`src/rtl/leb128_i32_stream_decoder_pkg.sv`:
```
// leb128_pkg: shared constants, FSM state type and the byte-window gather
// helper used by the LEB128 stream decoder and its unpack datapaths.
//   MAX_BYTES : longest LEB128 encoding of a 32-bit value (5 bytes)
//   LEN_W     : width of a byte-length / window index
//   state_t   : controller states COLLECT, EMIT, DRAIN
//   unpack_t  : gathered 7-bit groups plus encoding length
package leb128_pkg;

   localparam int MAX_BYTES = 5;
   localparam int LEN_W     = 3;

   typedef enum logic [1:0] {
      COLLECT = 2'd0,
      EMIT    = 2'd1,
      DRAIN   = 2'd2
   } state_t;

   typedef struct packed {
      logic [31:0]      raw;
      logic [LEN_W-1:0] len;
   } unpack_t;

   // Concatenate 7-bit payload groups, LSB group first, up to and including
   // the first byte whose continuation bit is clear. A window with no
   // terminator is taken as a full 5-byte encoding. Groups past bit 31 are
   // shifted out of the 32-bit result.
   function automatic unpack_t unpack_raw(input logic [8*MAX_BYTES-1:0] w);
      unpack_t r;
      logic    done;
      r      = '0;
      r.len  = LEN_W'(MAX_BYTES);
      done   = 1'b0;
      for (int i = 0; i < MAX_BYTES; i++) begin
         if (!done) begin
            r.raw = r.raw | (32'(w[8*i +: 7]) << (7*i));
            if (!w[8*i+7]) begin
               done  = 1'b1;
               r.len = LEN_W'(i + 1);
            end
         end
      end
      return r;
   endfunction

endpackage

```
`src/rtl/leb128_i32_stream_decoder_if.sv`:
```
// Byte-in / word-out bus of the LEB128 stream decoder.
// Both directions use valid/ready: a transfer happens on a rising clock edge
// where valid and ready are both high; the source holds its data stable and
// keeps valid high until that edge, and ready never waits on a later valid.
//   in_data/in_valid/in_ready         : LEB128 bytes into the decoder
//   out_data/out_len/out_err/out_valid/out_ready : decoded values out
// Modports: slave = decoder side, master = environment side.
interface leb128_i32_stream_decoder_if;
   import leb128_pkg::*;

   logic [7:0]       in_data;
   logic             in_valid;
   logic             in_ready;
   logic [31:0]      out_data;
   logic [LEN_W-1:0] out_len;
   logic             out_err;
   logic             out_valid;
   logic             out_ready;

   modport slave (
      input  in_data, in_valid, out_ready,
      output in_ready, out_data, out_len, out_err, out_valid
   );

   modport master (
      output in_data, in_valid, out_ready,
      input  in_ready, out_data, out_len, out_err, out_valid
   );

endinterface

```
`src/rtl/leb128_i32_stream_decoder_unpack.sv`:
```
// Combinational LEB128 unpack datapaths for a 5-byte window.
//   unpack_i32 : value sign-extended from bit 6 of the terminating byte
//   unpack_u32 : value zero-extended
// Ports (both): win   in  40  bytes b0 (bits 7:0) .. b4 (bits 39:32)
//               value out 32  decoded value
//               len   out 3   encoding length 1..5
module unpack_i32
   import leb128_pkg::*;
(
   input  logic [8*MAX_BYTES-1:0] win,
   output logic [31:0]            value,
   output logic [LEN_W-1:0]       len
);

   unpack_t u;
   logic    sign;

   always_comb begin
      u    = unpack_raw(win);
      sign = 1'b0;
      for (int i = 0; i < MAX_BYTES; i++) begin
         if (LEN_W'(i + 1) == u.len) sign = win[8*i+6];
      end
      value = u.raw;
      // Bits above the last payload group copy its top bit.
      for (int j = 0; j < 32; j++) begin
         if (j >= 7*int'(u.len)) value[j] = sign;
      end
      len = u.len;
   end

endmodule

module unpack_u32
   import leb128_pkg::*;
(
   input  logic [8*MAX_BYTES-1:0] win,
   output logic [31:0]            value,
   output logic [LEN_W-1:0]       len
);

   unpack_t u;

   always_comb begin
      u     = unpack_raw(win);
      value = u.raw;
      len   = u.len;
   end

endmodule

```
`src/rtl/leb128_i32_stream_decoder.sv`:
```
// LEB128 byte-stream to 32-bit value decoder.
// Gathers bytes into a 5-byte window and, on the terminating byte, registers
// the value from the unpack datapath together with the encoding length.
// Optional feature macro: LEB128_OVERLONG_CHECK_EN -- a 5th byte with its
// continuation bit set sends the controller to DRAIN, which swallows bytes up
// to the next terminator and then reports out_err=1. Without it the 5th byte
// always terminates and out_err is constant 0.
// Ports:
//   clk      in   single clock, rising edge
//   reset_n  in   asynchronous active-low reset
//   bus      slave modport: in_* byte input, out_* value output
//   val_cnt  out  values emitted (errors included), wraps
//   state    out  current controller state, for observation
// Parameters: SIGNED (1: sign-extended, 0: zero-extended), CNT_W.
module leb128_i32_stream_decoder
   import leb128_pkg::*;
#(
   parameter bit SIGNED = 1'b1,
   parameter int CNT_W  = 16
)
(
   input  logic                         clk,
   input  logic                         reset_n,
   leb128_i32_stream_decoder_if.slave   bus,
   output logic [CNT_W-1:0]             val_cnt,
   output state_t                       state
);

   state_t                 state_nxt;
   logic [8*MAX_BYTES-1:0] win;
   logic [8*MAX_BYTES-1:0] win_nxt;
   logic [LEN_W-1:0]       idx;
   logic [31:0]            dp_value;
   logic [LEN_W-1:0]       unused_len;
   logic [31:0]            out_data_r;
   logic [LEN_W-1:0]       out_len_r;
   logic                   out_valid_r;
   logic                   in_fire;
   logic                   out_fire;
   logic                   last_slot;
   logic                   is_term;
   logic                   to_drain;

   assign in_fire   = bus.in_valid & bus.in_ready;
   assign out_fire  = bus.out_valid & bus.out_ready;
   assign last_slot = (idx == LEN_W'(MAX_BYTES - 1));

`ifdef LEB128_OVERLONG_CHECK_EN
   assign is_term  = ~bus.in_data[7];
   assign to_drain = last_slot & bus.in_data[7];
`else
   assign is_term  = ~bus.in_data[7] | last_slot;
   assign to_drain = 1'b0;
`endif

   // Window as it will be after this byte: new byte at idx, older bytes kept,
   // everything above idx forced to zero so stale bytes never reach the unpacker.
   always_comb begin
      win_nxt = '0;
      for (int i = 0; i < MAX_BYTES; i++) begin
         if (LEN_W'(i) < idx)       win_nxt[8*i +: 8] = win[8*i +: 8];
         else if (LEN_W'(i) == idx) win_nxt[8*i +: 8] = bus.in_data;
      end
   end

   generate
      if (SIGNED) begin : g_signed
         unpack_i32 u_unpack (.win(win_nxt), .value(dp_value), .len(unused_len));
      end else begin : g_unsigned
         unpack_u32 u_unpack (.win(win_nxt), .value(dp_value), .len(unused_len));
      end
   endgenerate

   always_ff @(posedge clk or negedge reset_n) begin
      if (!reset_n) state <= COLLECT;
      else          state <= state_nxt;
   end

   // in_valid is used directly: in_ready is already 1 in the accepting states.
   always_comb begin
      state_nxt    = state;
      bus.in_ready = 1'b0;
      case (state)
         COLLECT: begin
            bus.in_ready = 1'b1;
            if (bus.in_valid) begin
               if (is_term)       state_nxt = EMIT;
               else if (to_drain) state_nxt = DRAIN;
            end
         end
         EMIT: begin
            if (bus.out_ready) state_nxt = COLLECT;
         end
         DRAIN: begin
            bus.in_ready = 1'b1;
            if (bus.in_valid && !bus.in_data[7]) state_nxt = EMIT;
         end
         default: state_nxt = COLLECT;
      endcase
   end

   always_ff @(posedge clk or negedge reset_n) begin
      if (!reset_n) begin
         win         <= '0;
         idx         <= '0;
         out_data_r  <= '0;
         out_len_r   <= '0;
         out_valid_r <= 1'b0;
         val_cnt     <= '0;
      end else begin
         case (state)
            COLLECT: begin
               if (in_fire) begin
                  win <= win_nxt;
                  if (is_term) begin
                     out_data_r  <= dp_value;
                     out_len_r   <= idx + LEN_W'(1);
                     out_valid_r <= 1'b1;
                  end else if (!to_drain) begin
                     idx <= idx + LEN_W'(1);
                  end
               end
            end
            EMIT: begin
               if (out_fire) begin
                  out_valid_r <= 1'b0;
                  val_cnt     <= val_cnt + CNT_W'(1);
                  win         <= '0;
                  idx         <= '0;
               end
            end
            DRAIN: begin
               if (in_fire && !bus.in_data[7]) begin
                  out_data_r  <= '0;
                  out_len_r   <= LEN_W'(MAX_BYTES);
                  out_valid_r <= 1'b1;
               end
            end
            default: ;
         endcase
      end
   end

`ifdef LEB128_OVERLONG_CHECK_EN
   logic out_err_r;
   always_ff @(posedge clk or negedge reset_n) begin
      if (!reset_n)                                           out_err_r <= 1'b0;
      else if (state == DRAIN && in_fire && !bus.in_data[7])  out_err_r <= 1'b1;
      else if (state == COLLECT && in_fire && is_term)        out_err_r <= 1'b0;
   end
   assign bus.out_err = out_err_r;
`else
   assign bus.out_err = 1'b0;
`endif

   assign bus.out_data  = out_data_r;
   assign bus.out_len   = out_len_r;
   assign bus.out_valid = out_valid_r;

endmodule

```
`src/flat_wrapper.sv`:
```
// flat-port wrapper written by rule: the top's interface ports become plain ports
module leb128_i32_stream_decoder_flat import leb128_pkg::*;
#(
   parameter bit SIGNED = 1'b1,
   parameter int CNT_W  = 16
)
  (clk, reset_n, val_cnt, state, bus_in_data, bus_in_valid, bus_out_ready, bus_in_ready, bus_out_data, bus_out_len, bus_out_err, bus_out_valid);
  leb128_i32_stream_decoder_if bus_i ();
  input  logic clk;
  input  logic reset_n;
  output logic [CNT_W-1:0] val_cnt;
  output state_t state;
  input wire logic [$bits(bus_i.in_data)-1:0] bus_in_data;
  input wire logic [$bits(bus_i.in_valid)-1:0] bus_in_valid;
  input wire logic [$bits(bus_i.out_ready)-1:0] bus_out_ready;
  output wire logic [$bits(bus_i.in_ready)-1:0] bus_in_ready;
  output wire logic [$bits(bus_i.out_data)-1:0] bus_out_data;
  output wire logic [$bits(bus_i.out_len)-1:0] bus_out_len;
  output wire logic [$bits(bus_i.out_err)-1:0] bus_out_err;
  output wire logic [$bits(bus_i.out_valid)-1:0] bus_out_valid;
  assign bus_i.in_data = bus_in_data;
  assign bus_i.in_valid = bus_in_valid;
  assign bus_i.out_ready = bus_out_ready;
  assign bus_in_ready = bus_i.in_ready;
  assign bus_out_data = bus_i.out_data;
  assign bus_out_len = bus_i.out_len;
  assign bus_out_err = bus_i.out_err;
  assign bus_out_valid = bus_i.out_valid;
  leb128_i32_stream_decoder #(.SIGNED(SIGNED), .CNT_W(CNT_W)) u_core (.clk(clk), .reset_n(reset_n), .bus(bus_i), .val_cnt(val_cnt), .state(state));
endmodule
```
`config.mk`:
```
export PLATFORM = sky130hd
export DESIGN_NAME = leb128_i32_stream_decoder_flat
export DESIGN_NICKNAME = d
export VERILOG_FILES = /design/src/rtl/leb128_i32_stream_decoder_pkg.sv /design/src/rtl/leb128_i32_stream_decoder_if.sv /design/src/rtl/leb128_i32_stream_decoder_unpack.sv /design/src/rtl/leb128_i32_stream_decoder.sv /design/src/flat_wrapper.sv
export SDC_FILE = /design/constraint.sdc
export NUM_CORES = 1
export LEC_CHECK = 0
export BUFFER_PORTS_ARGS = -buffer_cell sky130_fd_sc_hd__buf_2
export CORE_MARGIN = 1
export CORE_UTILIZATION = 58
export DETAILED_ROUTE_END_ITERATION = 8
export PLACE_DENSITY = 0.88
export SYNTH_ARGS = -nofsm -noshare
export SYNTH_HDL_FRONTEND = slang
export SYNTH_SLANG_ARGS = --single-unit
```
`constraint.sdc`:
```
create_clock -name clk -period 6 [get_ports clk]
set_clock_uncertainty 0.05 [all_clocks]
set_input_delay 0.9 -clock clk [delete_from_list [all_inputs] [get_ports clk]]
set_output_delay 0.9 -clock clk [all_outputs]
set_load 0.05 [all_outputs]
```
==> impl_metrics.prom <==
# TYPE chip_impl_metric gauge
chip_impl_info{name="cts_tree",value="yes"} 1
chip_impl_metric{name="ys_async_sr_fraction",unit="%"} 100
chip_impl_metric{name="p_clk_share",unit="%"} 16.3
chip_impl_metric{name="postCtsSetupRepairBufs",unit=""} 0
chip_impl_metric{name="final-max-slew-violation-count",unit=""} 0
chip_impl_metric{name="worst_pin_slew",unit="ns"} 1.18
chip_impl_info{name="outcome",value="finished clean"} 1
chip_impl_metric{name="vias_in_the_first_global_route",unit=""} 4064
chip_impl_metric{name="syn2layout_area_growth",unit="%"} 11.7
chip_impl_info{name="cts_root_buf",value="clkbuf_8"} 1
chip_impl_metric{name="leakage",unit="nW"} 2.75
chip_impl_metric{name="gp_congestion",unit=""} 0.940
chip_impl_info{name="hp-class",value="in2async"} 1
chip_impl_metric{name="cells_resized_by_post_cts_repair",unit=""} 0
chip_impl_metric{name="grt_antenna_before_repair",unit=""} 0
chip_impl_metric{name="netSwitchingPower",unit="mW"} 1.52
chip_impl_metric{name="cp.required",unit="ns"} 6.18
chip_impl_metric{name="drt.antenna.violating_nets",unit=""} 0
chip_impl_metric{name="antenna_cells",unit=""} 0
chip_impl_info{name="synth_top_cells_by_count",value="93 x dfrtp_1, 70 x nand2_1, 59 x o21ai_0"} 1
chip_impl_metric{name="wire_per_inst",unit="um"} 18.7
chip_impl_metric{name="rr_worst_depth",unit=""} 14
chip_impl_metric{name="synth-seq-area-share",unit="%"} 44.9
chip_impl_metric{name="htree_levels",unit=""} 3
chip_impl_metric{name="sequentialPowerShare",unit="%"} 30.6
chip_impl_metric{name="hpwl_after_detailed_placement",unit="mm"} 9.26
chip_impl_metric{name="design.final.nets",unit=""} 625
chip_impl_metric{name="fmax",unit="MHz"} 193
chip_impl_metric{name="drt_first_iter_violations",unit=""} 482
chip_impl_metric{name="dieArea",unit="mm2"} 0.00932
chip_impl_metric{name="drt_first_pass_iters",unit=""} 5
chip_impl_metric{name="synth_seq_cells",unit=""} 93
chip_impl_metric{name="largest_net_degree_at_the_start_of_global_routing",unit=""} 69
chip_impl_info{name="timing.setup.critical_path_class",value="in2reg"} 1
chip_impl_metric{name="design.core.area",unit="mm2"} 0.00868
chip_impl_info{name="area_leader_netlist",value="dfrtp_1"} 1
chip_impl_metric{name="drt-total-wl",unit="mm"} 13.2
chip_impl_info{name="crit_path_end_kind",value="flip-flop"} 1
chip_impl_metric{name="combPwrFrac",unit="%"} 53.1
chip_impl_metric{name="timing.max_cap.violations",unit=""} 0
chip_impl_metric{name="synth-edff-count",unit=""} 0
chip_impl_metric{name="clk_latency",unit="ns"} 0.37
chip_impl_metric{name="cp.arrival",unit="ns"} 5.37
chip_impl_metric{name="max_slew_margin",unit="%"} 21.1
chip_impl_metric{name="intPower",unit="mW"} 1.51
chip_impl_metric{name="clock_buffer_depth",unit=""} 2
chip_impl_info{name="critical_path.reg2reg.endpoint",value="u_core.bus.out_data[1]"} 1
chip_impl_metric{name="setup_tns",unit="ns"} 0
chip_impl_info{name="ys_dominant_reg_cell",value="dfrtp_1"} 1
chip_impl_metric{name="groute.usage.overall",unit="%"} 30.2
chip_impl_metric{name="die_height",unit="um"} 96.5
chip_impl_metric{name="placedInstanceArea",unit="mm2"} 0.00555
chip_impl_metric{name="fin_util",unit="%"} 66.7
chip_impl_metric{name="finalSetupViolCount",unit=""} 0
chip_impl_info{name="netlist_top_cells_area",value="dfrtp_1 45%, o21ai_0 5.7%, nand2_1 5.1%, nand3_1 4.4%, ha_1 3.6%"} 1
chip_impl_metric{name="critical_path_peak_fanout",unit=""} 16
chip_impl_metric{name="cts_inserted_buffers",unit=""} 9
chip_impl_info{name="yosys.cell_count.top_type",value="dfrtp_1"} 1
chip_impl_metric{name="grt_pass1_wl",unit="mm"} 21.1
chip_impl_metric{name="post-synth-top-area-fraction",unit="%"} 44.9
chip_impl_metric{name="buffer_ports.inserted",unit=""} 65
chip_impl_metric{name="synthesis.instances",unit=""} 545
chip_impl_metric{name="num_io_pins",unit=""} 68
chip_impl_metric{name="power.share.switching",unit="%"} 50.2
chip_impl_metric{name="syn_avg_cell_area",unit="um2"} 9.51
chip_impl_metric{name="power.density_cell_area",unit="mW/mm2"} 523
chip_impl_metric{name="fp.dieW",unit="um"} 96.5
chip_impl_metric{name="setup.reg_to_reg.worst_slack",unit="ns"} 0.81
chip_impl_metric{name="netlist-cell-type-count",unit=""} 63
chip_impl_metric{name="via_per_inst",unit=""} 6.47
chip_impl_info{name="grt_setup_unrepaired",value="no"} 1
chip_impl_metric{name="routed-via-count",unit=""} 4580
chip_impl_metric{name="gr-total-overflow",unit=""} 0
chip_impl_metric{name="totalPowerFinal",unit="mW"} 3.03
chip_impl_metric{name="hold_viol_final",unit=""} 0
chip_impl_metric{name="irDropWorstVdd",unit="uV"} 544
chip_impl_metric{name="finalInstanceArea",unit="mm2"} 0.00579
chip_impl_metric{name="route.detailed.drc",unit=""} 0
chip_impl_metric{name="path_clk_slew",unit="ns"} 0.10
chip_impl_metric{name="timing.final.crit_share",unit="%"} 86.6
chip_impl_metric{name="number_of_placement_rows",unit=""} 34
chip_impl_info{name="startpoint_class_of_the_critical_path",value="primary input"} 1
chip_impl_metric{name="cts-hold-fix-buffers",unit=""} 0
chip_impl_metric{name="ys_warn_count",unit=""} 0
chip_impl_metric{name="syn-cell-area",unit="mm2"} 0.00518
chip_impl_info{name="reg2reg_from",value="u_core.idx[2]"} 1
chip_impl_metric{name="initial_utilization",unit="%"} 59.7
chip_impl_metric{name="drive_gt1_share",unit="%"} 18.7
chip_impl_metric{name="clock_sink_count",unit=""} 93
chip_impl_metric{name="fin_crit",unit="ns"} 5.19
==> flip-flops by register name, summed over array words and instances, names as in the netlist <==
signal / flops
u_core.val_cnt: 16
u_core.win: 37
u_core.bus.out_valid: 1
u_core.state: 1
u_core.idx: 3
u_core.bus.out_data: 32
u_core.bus.out_len: 3
==> how the worst max path moves through the flow <==
stage	endpoint	slack, ns	depth (start not counted)	startpoint
2_1_floorplan	u_core.bus.out_data[1]	0.81	21	u_core.idx[0]
3_3_place_gp	u_core.bus.out_data[6]	0.74	15	bus_in_data[7]
3_5_place_dp	u_core.bus.out_data[1]	0.46	15	bus_in_data[7]
4_1_cts	u_core.bus.out_data[1]	0.85	14	u_core.idx[2]
5_1_grt	u_core.bus.out_data[1]	0.33	14	u_core.idx[2]
6_report	u_core.bus.out_data[1]	0.81	15	bus_in_data[7]
==> final cells by class <==
| class | count | area [um2] |
|---|---|---|
| fillers | 667 | 2890 |
| repair buffers | 75 | 403 |
| inverters | 16 | 60.1 |
| flip-flops and latches | 93 | 2330 |
| multi-input cells | 400 | 2620 |
| clock buffers | 9 | 124 |
| clock inverters | 7 | 116 |
| well taps | 108 | 135 |
==> logic make-up (layout without fill, tap and decap cells) <==
kind of cell,after synthesis,count (layout),share of synthesized area [%]
AOI/OAI and AO/OA,168,168,22.7
xor gates and xnor gates,16,16,2.70
adders and majority gates,18,18,4.78
buffers and inverters,53,107,4.61
DFF,93,93,44.9
muxes,10,10,2.00
other,1,2,0.0723
and+or+nand+nor,186,186,18.2
==> power by group through the flow <==
stage / logic, mW / clock network (mW) / registers, mW
floorplan: 0.911 / 0 / 1.23
global placement: 1.53 / 0 / 0.923
global route: 1.74 / 0.529 / 0.946
detailed placement: 1.58 / 0 / 0.935
finish: 1.61 / 0.495 / 0.926
CTS: 1.59 / 0.503 / 0.923
==> routing by layer <==
metal | GRT usage, % | up-vias | share of wire [%] | wire (um)
met1 | 42.9 | 2212 | 41 | 5420
met4 | 11.4 | 0 | 2.3 | 310
li1 | - | 2075 | - | -
met5 | 0 | - | 0 | 0
met2 | 46.6 | 264 | 48 | 6280
met3 | 4.38 | 29 | 9.0 | 1190
==> cell usage in the layout (no fill, tap or decap), drive strengths merged, types with 3 or more instances in the layout <==
cell / instances
a21o: 3
a21oi: 24
a22o: 5
a22oi: 20
a2bb2oi: 5
a31oi: 4
and2: 12
and3: 12
buf: 75
clkbuf: 9
dfrtp: 93
fa: 3
ha: 15
inv: 19
mux2: 3
mux2i: 7
nand2: 70
nand2b: 5
nand3: 46
nand4: 6
nor2: 16
nor3: 6
o211ai: 5
o21a: 3
o21ai: 60
o22ai: 3
o31a: 7
o31ai: 6
o41ai: 11
xnor2: 14
==> through the flow <==
step           setup slack (ns)  hold WS, ns  cells
6_report                  0.807        0.368    708
4_1_cts                   0.853        0.376    708
3_3_place_gp              0.745        0.406    692
2_1_floorplan             0.814        0.388    546
3_5_place_dp              0.457        0.409    692
5_1_grt                   0.326        0.385    708
==> critical path, cell delays in order <==
cell,delay [ns]
buf_2,0.16
nor4bb_1,0.41
nor2_1,0.17
nor3_4,0.59
nor2_1,0.28
fa_1,0.50
inv_1,0.06
ha_1,0.17
inv_1,0.06
fa_1,0.57
nand2b_1,0.10
a2111oi_1,0.74
o21ai_0,0.30
a22oi_1,0.24
o41ai_2,0.10
Power figures use the tool's default switching activity.
